`src/rtl/dma_rd_engine_if.sv`:
```
`default_nettype none
// =====================================================================
// dma_rd_engine_if : memory req/ack bus plus outbound valid/ready stream
// Rev 1.0
// =====================================================================
interface dma_rd_engine_if #(
  parameter int ADDR_WIDTH = 16,
  parameter int DATA_WIDTH = 16
);
  logic                  mem_req;
  logic [ADDR_WIDTH-1:0] mem_addr;
  logic                  mem_ack;
  logic [DATA_WIDTH-1:0] mem_rdata;
  logic                  out_valid;
  logic [DATA_WIDTH-1:0] out_data;
  logic                  out_ready;

  // master: the read engine; slave: memory plus downstream consumer
  modport master (
    output mem_req, mem_addr, out_valid, out_data,
    input  mem_ack, mem_rdata, out_ready
  );

  modport slave (
    input  mem_req, mem_addr, out_valid, out_data,
    output mem_ack, mem_rdata, out_ready
  );
endinterface
`default_nettype wire

```
`src/rtl/dma_rd_engine.sv`:
```
`default_nettype none
// =====================================================================
// dma_rd_engine : fetches word_cnt words over req/ack, streams them out
//                 through a single output register. Optional ack
//                 watchdog enabled by macro DMA_RD_TIMEOUT_EN.
// Rev 1.0
// =====================================================================
module dma_rd_engine #(
  parameter int ADDR_WIDTH = 16,
  parameter int DATA_WIDTH = 16,
  parameter int LEN_WIDTH  = 16
`ifdef DMA_RD_TIMEOUT_EN
  ,
  parameter int TIMEOUT_CYCLES = 255
`endif
) (
  input  logic                  clk,
  input  logic                  rst_n,
  input  logic                  start,
  input  logic [ADDR_WIDTH-1:0] start_addr,
  input  logic [LEN_WIDTH-1:0]  word_cnt,
  input  logic                  abort,
  output logic                  busy,
  output logic                  done,
  output logic                  aborted,
  output logic                  err,
  dma_rd_engine_if.master       bus
);

  typedef enum logic [1:0] {
    IDLE  = 2'd0,
    REQ   = 2'd1,
    PUSH  = 2'd2,
    DRAIN = 2'd3
  } state_t;

  state_t                r_state,   w_state_nxt;
  logic [ADDR_WIDTH-1:0] r_addr,    w_addr_nxt;
  logic [LEN_WIDTH-1:0]  r_cnt,     w_cnt_nxt;
  logic [DATA_WIDTH-1:0] r_data,    w_data_nxt;
  logic                  r_valid,   w_valid_nxt;
  logic                  r_req,     w_req_nxt;
  logic                  r_done,    w_done_nxt;
  logic                  r_aborted, w_aborted_nxt;
  logic                  r_err,     w_err_nxt;
  logic                  w_timeout;

`ifdef DMA_RD_TIMEOUT_EN
  localparam int TO_W_RAW = $clog2(TIMEOUT_CYCLES + 1);
  localparam int TO_W     = (TO_W_RAW < 8) ? 8 : ((TO_W_RAW > 16) ? 16 : TO_W_RAW);
  localparam logic [TO_W-1:0] TO_LAST = TO_W'(TIMEOUT_CYCLES - 1);

  logic [TO_W-1:0] r_to_cnt;
  logic            w_waiting;

  // mem_req is high exactly in REQ/DRAIN, so it doubles as the "waiting" qualifier
  assign w_waiting = r_req && !bus.mem_ack;
  assign w_timeout = w_waiting && (r_to_cnt == TO_LAST);

  always_ff @(posedge clk or negedge rst_n) begin
    if (!rst_n) begin
      r_to_cnt <= '0;
    end else if (w_waiting && !w_timeout) begin
      r_to_cnt <= r_to_cnt + TO_W'(1);
    end else begin
      r_to_cnt <= '0;
    end
  end
`else
  assign w_timeout = 1'b0;
`endif

  always_comb begin
    w_state_nxt   = r_state;
    w_addr_nxt    = r_addr;
    w_cnt_nxt     = r_cnt;
    w_data_nxt    = r_data;
    w_valid_nxt   = r_valid;
    w_req_nxt     = r_req;
    w_done_nxt    = 1'b0;
    w_aborted_nxt = 1'b0;
    w_err_nxt     = 1'b0;

    case (r_state)
      IDLE: begin
        if (start) begin
          if (word_cnt != '0) begin
            w_addr_nxt  = {start_addr[ADDR_WIDTH-1:1], 1'b0};
            w_cnt_nxt   = word_cnt;
            w_req_nxt   = 1'b1;
            w_state_nxt = REQ;
          end else begin
            w_done_nxt  = 1'b1;
          end
        end
      end

      REQ: begin
        if (w_timeout) begin
          w_req_nxt   = 1'b0;
          w_valid_nxt = 1'b0;
          w_err_nxt   = 1'b1;
          w_state_nxt = IDLE;
        end else if (abort) begin
          // an ack arriving with the abort completes the request; otherwise drain it
          if (bus.mem_ack) begin
            w_req_nxt     = 1'b0;
            w_aborted_nxt = 1'b1;
            w_state_nxt   = IDLE;
          end else begin
            w_state_nxt   = DRAIN;
          end
        end else if (bus.mem_ack) begin
          w_data_nxt  = bus.mem_rdata;
          w_valid_nxt = 1'b1;
          w_req_nxt   = 1'b0;
          w_state_nxt = PUSH;
        end
      end

      PUSH: begin
        if (abort) begin
          w_valid_nxt   = 1'b0;
          w_aborted_nxt = 1'b1;
          w_state_nxt   = IDLE;
        end else if (r_valid && bus.out_ready) begin
          w_valid_nxt = 1'b0;
          w_addr_nxt  = r_addr + ADDR_WIDTH'(2);
          w_cnt_nxt   = r_cnt - LEN_WIDTH'(1);
          if (r_cnt == LEN_WIDTH'(1)) begin
            w_done_nxt  = 1'b1;
            w_state_nxt = IDLE;
          end else begin
            w_req_nxt   = 1'b1;
            w_state_nxt = REQ;
          end
        end
      end

      DRAIN: begin
        if (w_timeout) begin
          w_req_nxt   = 1'b0;
          w_valid_nxt = 1'b0;
          w_err_nxt   = 1'b1;
          w_state_nxt = IDLE;
        end else if (bus.mem_ack) begin
          w_req_nxt     = 1'b0;
          w_aborted_nxt = 1'b1;
          w_state_nxt   = IDLE;
        end
      end

      default: begin
        w_state_nxt = IDLE;
      end
    endcase
  end

  always_ff @(posedge clk or negedge rst_n) begin
    if (!rst_n) begin
      r_state   <= IDLE;
      r_addr    <= '0;
      r_cnt     <= '0;
      r_data    <= '0;
      r_valid   <= 1'b0;
      r_req     <= 1'b0;
      r_done    <= 1'b0;
      r_aborted <= 1'b0;
      r_err     <= 1'b0;
    end else begin
      r_state   <= w_state_nxt;
      r_addr    <= w_addr_nxt;
      r_cnt     <= w_cnt_nxt;
      r_data    <= w_data_nxt;
      r_valid   <= w_valid_nxt;
      r_req     <= w_req_nxt;
      r_done    <= w_done_nxt;
      r_aborted <= w_aborted_nxt;
      r_err     <= w_err_nxt;
    end
  end

  assign busy          = (r_state != IDLE);
  assign done          = r_done;
  assign aborted       = r_aborted;
  assign err           = r_err;
  assign bus.mem_req   = r_req;
  assign bus.mem_addr  = r_addr;
  assign bus.out_valid = r_valid;
  assign bus.out_data  = r_data;

endmodule
`default_nettype wire

```
`src/flat_wrapper.sv`:
```
// flat-port wrapper written by rule: the top's interface ports become plain ports
module dma_rd_engine_flat 
#(
  parameter int ADDR_WIDTH = 16,
  parameter int DATA_WIDTH = 16,
  parameter int LEN_WIDTH  = 16

)
  (clk, rst_n, start, start_addr, word_cnt, abort, busy, done, aborted, err, bus_mem_req, bus_mem_addr, bus_out_valid, bus_out_data, bus_mem_ack, bus_mem_rdata, bus_out_ready);
  dma_rd_engine_if #(.ADDR_WIDTH(ADDR_WIDTH), .DATA_WIDTH(DATA_WIDTH)) bus_i ();
  input  logic clk;
  input  logic rst_n;
  input  logic start;
  input  logic [ADDR_WIDTH-1:0] start_addr;
  input  logic [LEN_WIDTH-1:0] word_cnt;
  input  logic abort;
  output logic busy;
  output logic done;
  output logic aborted;
  output logic err;
  output wire logic [$bits(bus_i.mem_req)-1:0] bus_mem_req;
  output wire logic [$bits(bus_i.mem_addr)-1:0] bus_mem_addr;
  output wire logic [$bits(bus_i.out_valid)-1:0] bus_out_valid;
  output wire logic [$bits(bus_i.out_data)-1:0] bus_out_data;
  input wire logic [$bits(bus_i.mem_ack)-1:0] bus_mem_ack;
  input wire logic [$bits(bus_i.mem_rdata)-1:0] bus_mem_rdata;
  input wire logic [$bits(bus_i.out_ready)-1:0] bus_out_ready;
  assign bus_mem_req = bus_i.mem_req;
  assign bus_mem_addr = bus_i.mem_addr;
  assign bus_out_valid = bus_i.out_valid;
  assign bus_out_data = bus_i.out_data;
  assign bus_i.mem_ack = bus_mem_ack;
  assign bus_i.mem_rdata = bus_mem_rdata;
  assign bus_i.out_ready = bus_out_ready;
  dma_rd_engine #(.ADDR_WIDTH(ADDR_WIDTH), .DATA_WIDTH(DATA_WIDTH), .LEN_WIDTH(LEN_WIDTH)) u_core (.clk(clk), .rst_n(rst_n), .start(start), .start_addr(start_addr), .word_cnt(word_cnt), .abort(abort), .busy(busy), .done(done), .aborted(aborted), .err(err), .bus(bus_i));
endmodule
```
`config.mk`:
```
export PLATFORM = sky130hd
export DESIGN_NAME = dma_rd_engine_flat
export DESIGN_NICKNAME = d
export VERILOG_FILES = /design/src/rtl/dma_rd_engine_if.sv /design/src/rtl/dma_rd_engine.sv /design/src/flat_wrapper.sv
export SDC_FILE = /design/constraint.sdc
export NUM_CORES = 1
export LEC_CHECK = 0
export BUFFER_PORTS_ARGS = -buffer_cell sky130_fd_sc_hd__buf_4
export CAP_MARGIN = 20
export CELL_PAD_IN_SITES_DETAIL_PLACEMENT = 0
export CELL_PAD_IN_SITES_GLOBAL_PLACEMENT = 1
export CORE_ASPECT_RATIO = 0.7
export CORE_UTILIZATION = 42
export CTS_BUF_LIST = sky130_fd_sc_hd__clkbuf_4
export CTS_CLUSTER_SIZE = 40
export DETAILED_ROUTE_END_ITERATION = 12
export PLACE_DENSITY = 0.88
export SLEW_MARGIN = 30
export SYNTH_ARGS = -nofsm -noshare
export SYNTH_HDL_FRONTEND = slang
export SYNTH_SLANG_ARGS = --single-unit
```
`constraint.sdc`:
```
create_clock -name clk -period 3.8 [get_ports clk]
set_clock_uncertainty 0.05 [all_clocks]
set_input_delay 0.19 -clock clk [delete_from_list [all_inputs] [get_ports clk]]
set_output_delay 0.19 -clock clk [all_outputs]
set_load 0.01 [all_outputs]
```
==> reports/results.md, run 1 <==
- **cell types occupying the most area after synthesis** sky130_fd_sc_hd__dfrtp_1 (45%), sky130_fd_sc_hd__mux2_2 (6.1%), sky130_fd_sc_hd__a21oi_1 (5.9%), sky130_fd_sc_hd__o21ai_0 (5.1%), sky130_fd_sc_hd__nor2_1 (3.9%)
- **share of the clock period used by the worst path after layout** 0.678
- **die height** 72.3 um
- **Syn Std Cell Area** 2970 um2
- **antenna diode instance count** 0
- **count of different cell masters after synthesis** 50
- **number of antenna violations at the first check in global routing** 0
- **share of the synthesized area in the top cell type** 0.447
- **mean area per synthesized cell** 8.97 um2
- **via count of the routed design** 2890
- **nets** 481
- **max-cap viol count** 0
- **count of pins over their slew limit** 0
- **sequential area share after synthesis** 0.447
- **DRC errors left** 0
- **total wire length after detailed routing** 8.36 mm
- **Worst Tran Pin Value** 0.928 ns
- **number of clock sinks** 53
- **clock period minus worst slack** 2.58 ns
- **leading cell type by number of instances after synthesis** sky130_fd_sc_hd__dfrtp_1
- **standby leakage power** 1.70 nW
- **WP data required** 4.06 ns
- **I/O pin count** 92
- **# rows** 25
- **startpoint kind of the worst setup timing path** flop
- **Starting Density** 0.437
- **Warnings, synthesis** 0
- **Setup Viol. Count Final** 0
- **number of buffers added by the clock tree synthesis step** 5
- **clk buf depth** 2
- **pwr dens** 729 nW/um2
- **Clk Tree Root Cell** sky130_fd_sc_hd__clkbuf_4
- **antenna-violating nets left** 0
- **DIE AREA** 7410 um2
- **Hold Path Depth** 3
- **count of cells along the worst register-to-register path** 5
- **largest driver fanout on the critical path** 27
- **Non-Filler Instances** 519
- **maximum vdd ir drop** 0.378 mV
- **hpwl dp** 5.41 mm
- **Worst Path Arrival** 2.84 ns
- **library cell with the largest summed area after synthesis** sky130_fd_sc_hd__dfrtp_1
- **r2r endpoint** u_core.r_cnt[15]
- **Tightest Hold Check Type** input port to flop
- **worst hold endpoint** u_core.r_cnt[8]
- **Worst Setup SP** u_core.r_state[1]
- **count of flip-flops with a built-in enable after synthesis** 0
- **core area** 6790 um2
- **clock transition at the registers of the reported paths** 0.17 ns
- **Avg Vias per Cell** 5.57
- **top cells by instance count after synthesis** sky130_fd_sc_hd__dfrtp_1 (53), sky130_fd_sc_hd__a21oi_1 (35), sky130_fd_sc_hd__nor2_1 (31)
- **count of buffers added by post-CTS timing repair for setup** 0
- **Syn-to-layout area delta** 31.9%
- **number of DRC markers after the initial detailed-route iteration** 199
- **remaining global-route overflow** 0
- **post-CTS sizing** 0
- **Max-Slew Margin vs Limit** 0.381
- **type of destination of the critical path** flop
- **maximum frequency from static timing analysis** 388 MHz
- **all-layer global routing usage** 0.238
- **first-pass GRT wire length** 13.6 mm
- **dominant synthesized flop cell** sky130_fd_sc_hd__dfrtp_1
- **width of the die** 102 um
- **final-layout setup total negative slack** 0 ns
- **via count of the first global-routing pass** 2703
- **Port Buffers** 88
- **worst setup path category** flop to flop
- **Clk Latency, worst-skew pair** 0.41 ns
- **gpl congestion** 0.805
- **clock tree from TritonCTS** done
- **number of cells after detailed placement** 492
- **flip-flop and latch count after synthesis** 53
- **launch instance of the worst min-delay path** word_cnt[8]
- **slack of the worst reg-to-reg path** 1.22 ns
- **Wirelength per Cell** 16.1 um
- **post-synthesis cell count** 331
- **share of flip-flops with an asynchronous set or reset after synthesis** 1.00
- **H-tree Lvls** 2
- **largest net degree at the start of global routing** 54
- **Hold Violations, Final** 0
- **run status** complete, no violations
- **Reg-to-Reg Start** u_core.r_state[1]
- **ratio of cells with drive above 1 in the final layout** 0.292
- **TritonRoute pass-1 iters** 4
- **unrepaired setup endpoints after global routing** false
## flip-flops by register name, summed over array words and instances (netlist names)
register,count
u_core.bus.out_data,16
u_core.r_cnt,16
u_core.bus.mem_addr,15
u_core.r_state,2
u_core.aborted,1
u_core.bus.mem_req,1
u_core.bus.out_valid,1
u_core.done,1
## per-layer routing
metal / GRT usage / vias up / part of all wire
met5: 0 / - / 0
met4: 0.0524 / 0 / 0.0041
met3: 0.0559 / 4 / 0.076
met2: 0.346 / 101 / 0.44
met1: 0.356 / 1388 / 0.48
li1: - / 1397 / -
## area by class of cell
type,instances,area [um2]
Clock buffer,5,37.5
Clock inverter,3,22.5
Fill cell,626,2870
Inverter,9,33.8
Multi-Input combinational cell,245,1500
Sequential cell,53,1330
Tap cell,94,118
Timing Repair Buffer,110,873
## what timing repair did
action | 4_1_cts | 5_1_grt
hold buffers | 19 | 0
endpoints found under the hold margin | 71 | 0
endpoints found under the setup margin | 0 | 0
## logic make-up after synthesis
| kind of cell | after synthesis | synth area share |
|---|---|---|
| buffers and inverters | 34 | 0.0485 |
| multiplexers | 19 | 0.0708 |
| AND/OR/NAND/NOR | 120 | 0.210 |
| flip-flops | 53 | 0.447 |
| adder cells (fa/ha/maj) | 3 | 0.0126 |
| AO/OA/AOI/OAI | 101 | 0.210 |
| other | 1 | 0.00126 |
## critical path: stages, from the launching register on
cell                      delay [ns]
sky130_fd_sc_hd__dfrtp_1        0.98
sky130_fd_sc_hd__nor2_1         0.11
sky130_fd_sc_hd__nand2_1        0.16
sky130_fd_sc_hd__o211a_1        0.77
sky130_fd_sc_hd__o21ai_0        0.20
sky130_fd_sc_hd__a21o_1         0.22
## how the worst max path moves through the flow
stage,to,slack (ns),depth (start not counted)
detailed placement,u_core.r_cnt[15],1.29,4
global placement,u_core.r_cnt[15],1.30,5
floorplan,u_core.r_cnt[10],1.75,7
finish,u_core.r_cnt[15],1.22,5
global route,u_core.r_cnt[15],0.96,5
CTS,u_core.r_cnt[15],1.25,4
## through the flow
| stage | instance area, um2 | setup slack (ns) | util | hold slack (ns) | power, mW |
|---|---|---|---|---|---|
| after floorplan | 2970 | 1.75 | - | -0.156 | 1.99 |
| after CTS | 3920 | 1.25 | 0.577 | 0.0186 | 2.85 |
| final | 3920 | 1.22 | 0.577 | 0.0190 | 2.85 |
| after global routing | 3920 | 0.960 | 0.577 | 0.0224 | 3.08 |
| after detailed placement | 3660 | 1.29 | 0.540 | 0.231 | 2.55 |
| after global placement | 3660 | 1.30 | 0.540 | 0.234 | 2.51 |
## layout by cell type, fill, tap and decap left out, types with 2 or more instances in the layout
| cell | synthesis | layout |
|---|---|---|
| sky130_fd_sc_hd__ha_1 | 3 | 3 |
| sky130_fd_sc_hd__o22ai_1 | 10 | 10 |
| sky130_fd_sc_hd__o21a_1 | 2 | 2 |
| sky130_fd_sc_hd__a21oi_1 | 35 | 35 |
| sky130_fd_sc_hd__dlygate4sd3_1 | 0 | 19 |
| sky130_fd_sc_hd__nor3_1 | 15 | 15 |
| sky130_fd_sc_hd__nor2_1 | 31 | 31 |
| sky130_fd_sc_hd__nor3b_1 | 2 | 2 |
| sky130_fd_sc_hd__o21ai_0 | 30 | 30 |
| sky130_fd_sc_hd__a211oi_1 | 2 | 2 |
| sky130_fd_sc_hd__mux2_2 | 16 | 16 |
| sky130_fd_sc_hd__and3b_1 | 2 | 2 |
| sky130_fd_sc_hd__dfrtp_1 | 53 | 53 |
| sky130_fd_sc_hd__buf_4 | 2 | 91 |
| sky130_fd_sc_hd__conb_1 | 1 | 2 |
| sky130_fd_sc_hd__nor4_4 | 2 | 2 |
| sky130_fd_sc_hd__o31ai_1 | 2 | 2 |
| sky130_fd_sc_hd__a22oi_1 | 4 | 4 |
| sky130_fd_sc_hd__nand3_1 | 14 | 14 |
| sky130_fd_sc_hd__and4_1 | 3 | 3 |
| sky130_fd_sc_hd__mux2i_1 | 3 | 3 |
| sky130_fd_sc_hd__and3_1 | 2 | 2 |
| sky130_fd_sc_hd__a2bb2oi_1 | 3 | 3 |
| sky130_fd_sc_hd__a21o_1 | 2 | 2 |
| sky130_fd_sc_hd__clkbuf_4 | 0 | 5 |
| sky130_fd_sc_hd__nand2_1 | 27 | 27 |
| sky130_fd_sc_hd__inv_1 | 9 | 9 |
| sky130_fd_sc_hd__nand4_1 | 3 | 3 |
| sky130_fd_sc_hd__nor4_1 | 9 | 9 |
| sky130_fd_sc_hd__clkinv_4 | 0 | 2 |
| sky130_fd_sc_hd__a22o_1 | 2 | 2 |
## power breakdown
part | internal (mW) | switching, mW
logic | 0.670 | 0.704
clock network | 0.0740 | 0.207
registers | 0.836 | 0.365
total | 1.58 | 1.28
Power figures use the tool's default switching activity.
==> inputs of run 2 (changes only) <==
CORE_UTILIZATION = 39   (was 42)
PLACE_DENSITY = 0.82   (was 0.88)
clock period = 2.6 ns   (was 3.8 ns; I/O delays follow)
==> run 2 against run 1 <==
Count of clock-buffer cells in the layout rose by 1. Worst setup slack got worse by 1.0 ns. Non-clock buffer count rose by 13. Worst hold slack got worse by 0.0087 ns. Cell count rose by 3.3%. First-iteration DRC count fell by 4.5%. Final area rose by 4.6%. Critical path type unchanged. Largest cell class unchanged. Largest power group unchanged.
==> reports/results.md, run 2 (synthesized netlist as in run 1, its figures left out) <==
- **run status** complete, no violations
- **clock period minus worst slack** 2.38 ns
- **type of destination of the critical path** flop
- **Worst Tran Pin Value** 0.706 ns
- **Design Area, Final** 4090 um2
- **clk buf depth** 2
- **worst setup path category** flop to flop
- **antenna-violating nets left** 0
- **CP Cell Sequence** inv_1, ha_1, or3b_2, nor3_1, nand3_1, o31a_1, o22ai_1
- **gpl congestion** 0.837
- **most frequent cells in the layout** sky130_fd_sc_hd__buf_4 (93), sky130_fd_sc_hd__dfrtp_1 (53), sky130_fd_sc_hd__a21oi_1 (35)
- **nets** 494
- **I/O pin count** 92
- **width of the die** 106 um
- **Port Buffers** 88
- **longest individual stage delay on the worst path** 0.51 ns
- **CP delay by family, top** simple AND/OR/NAND/NOR gates
- **clock tree from TritonCTS** done
- **number of buffers added by the clock tree synthesis step** 5
- **Max-Slew Margin vs Limit** 0.529
- **most common library cell in the layout ignoring fill and taps** sky130_fd_sc_hd__buf_4
- **Clk Tree Root Cell** sky130_fd_sc_hd__clkbuf_4
- **antenna diode instance count** 0
- **largest driver fanout on the critical path** 4
- **post-CTS sizing** 0
- **post-layout utilization of the core** 0.559
- **slack of the critical path** 0.222 ns
- **standby leakage power** 1.78 nW
- **via count of the first global-routing pass** 2739
- **Tightest Hold Check Type** input port to flop
- **setup slack after placement** 0.277 ns
- **DRC errors left** 0
- **unrepaired setup endpoints after global routing** false
- **WP data required** 2.85 ns
- **share of the clock period used by the worst path after layout** 0.915
- **# rows** 26
- **Placed Instance Area** 3740 um2
- **pwr dens** 1060 nW/um2
- **total wire length after detailed routing** 8.31 mm
- **number of buffer and inverter instances along the worst setup path** 1
- **max-cap viol count** 0
- **count of pins over their slew limit** 0
- **H-tree Lvls** 2
- **via count of the routed design** 2834
- **number of DRC markers after the initial detailed-route iteration** 190
- **remaining global-route overflow** 0
- **Hold Violations, Final** 0
- **first-pass GRT wire length** 13.8 mm
- **ratio of cells with drive above 1 in the final layout** 0.292
- **final-layout setup total negative slack** 0 ns
- **Starting Density** 0.405
- **number of antenna violations at the first check in global routing** 0
- **Syn-to-layout area delta** 37.9%
- **largest net degree at the start of global routing** 54
- **clock transition at the registers of the reported paths** 0.15 ns
- **die height** 75.0 um
- **fill cell instance count of the final layout** 675
- **hpwl dp** 5.57 mm
- **standard cell with the maximum stage delay on the critical path** sky130_fd_sc_hd__or3b_2
- **Clk Latency, worst-skew pair** 0.37 ns
- **Setup Viol. Count Final** 0
- **Wirelength per Cell** 15.5 um
- **maximum frequency from static timing analysis** 421 MHz
- **startpoint kind of the worst setup timing path** flop
- **core area** 7320 um2
- **all-layer global routing usage** 0.221
- **DIE AREA** 7970 um2
- **Worst Path Arrival** 2.63 ns
- **area taken by multi-input logic gates** 1500 um2
- **maximum vdd ir drop** 0.541 mV
- **number of clock sinks** 53
- **TritonRoute pass-1 iters** 5
- **sequential cell area in the final layout** 1330 um2
- **Avg Vias per Cell** 5.29
## run 2: through the flow
step / instances / power, mW / hold slack [ns]
6_report: 536 / 4.35 / 0.0104
3_3_place_gp: 501 / 3.79 / 0.183
4_1_cts: 536 / 4.36 / 0.0000143
2_1_floorplan: 332 / 2.91 / -0.216
5_1_grt: 536 / 4.71 / 0.00202
3_5_place_dp: 501 / 3.83 / 0.180
## run 2: power breakdown
group	internal [mW]	total, mW	switching [mW]
clock	0.211	0.482	0.271
combinational	1.07	2.18	1.10
sequential	1.22	1.69	0.464
## run 2: path summary, 6_finish.rpt
kind / startpoint / endpoint / slack [ns] / depth (start not counted)
worst max-delay path: u_core.r_cnt[0] / u_core.r_cnt[10] / 0.22 / 7
worst min-delay path: start_addr[14] / u_core.bus.mem_addr[14] / 0.01 / 3
worst max register to register: u_core.r_cnt[0] / u_core.r_cnt[10] / 0.22 / 7
worst min register to register: u_core.bus.out_data[1] / u_core.bus.out_data[1] / 0.48 / 1
max in group asynchronous: rst_n / u_core.r_state[1] / 1.76 / 2
min in group asynchronous: rst_n / u_core.r_cnt[9] / 0.28 / 2
## run 2: per-layer routing
layer / vias up / track usage / part of all wire
met5: - / 0 / 0
met4: 0 / 0.0463 / 0.0072
met3: 4 / 0.0537 / 0.068
met2: 90 / 0.335 / 0.43
met1: 1325 / 0.323 / 0.50
li1: 1415 / - / -
## run 2: final cells by class
| type | count | share of cell area |
|---|---|---|
| inverters | 9 | 0.00825 |
| flip-flops and latches | 53 | 0.324 |
| well taps | 98 | 0.0300 |
| multi-input cells | 245 | 0.367 |
| clock inverters | 2 | 0.00825 |
| repair buffers | 123 | 0.251 |
| clock buffers | 6 | 0.0110 |
## run 2: repair_timing
action | in CTS | in global routing
setup buffers | 0 | 0
hold buffers | 27 | 0
hold endpoints to repair | 78 | 0
## run 2: tightest hold or removal path: cells and delay by family
family / cells / cell delay (ns)
AO/OA/AOI/OAI: 2 / 0.19
buffers and inverters: 1 / 0.08
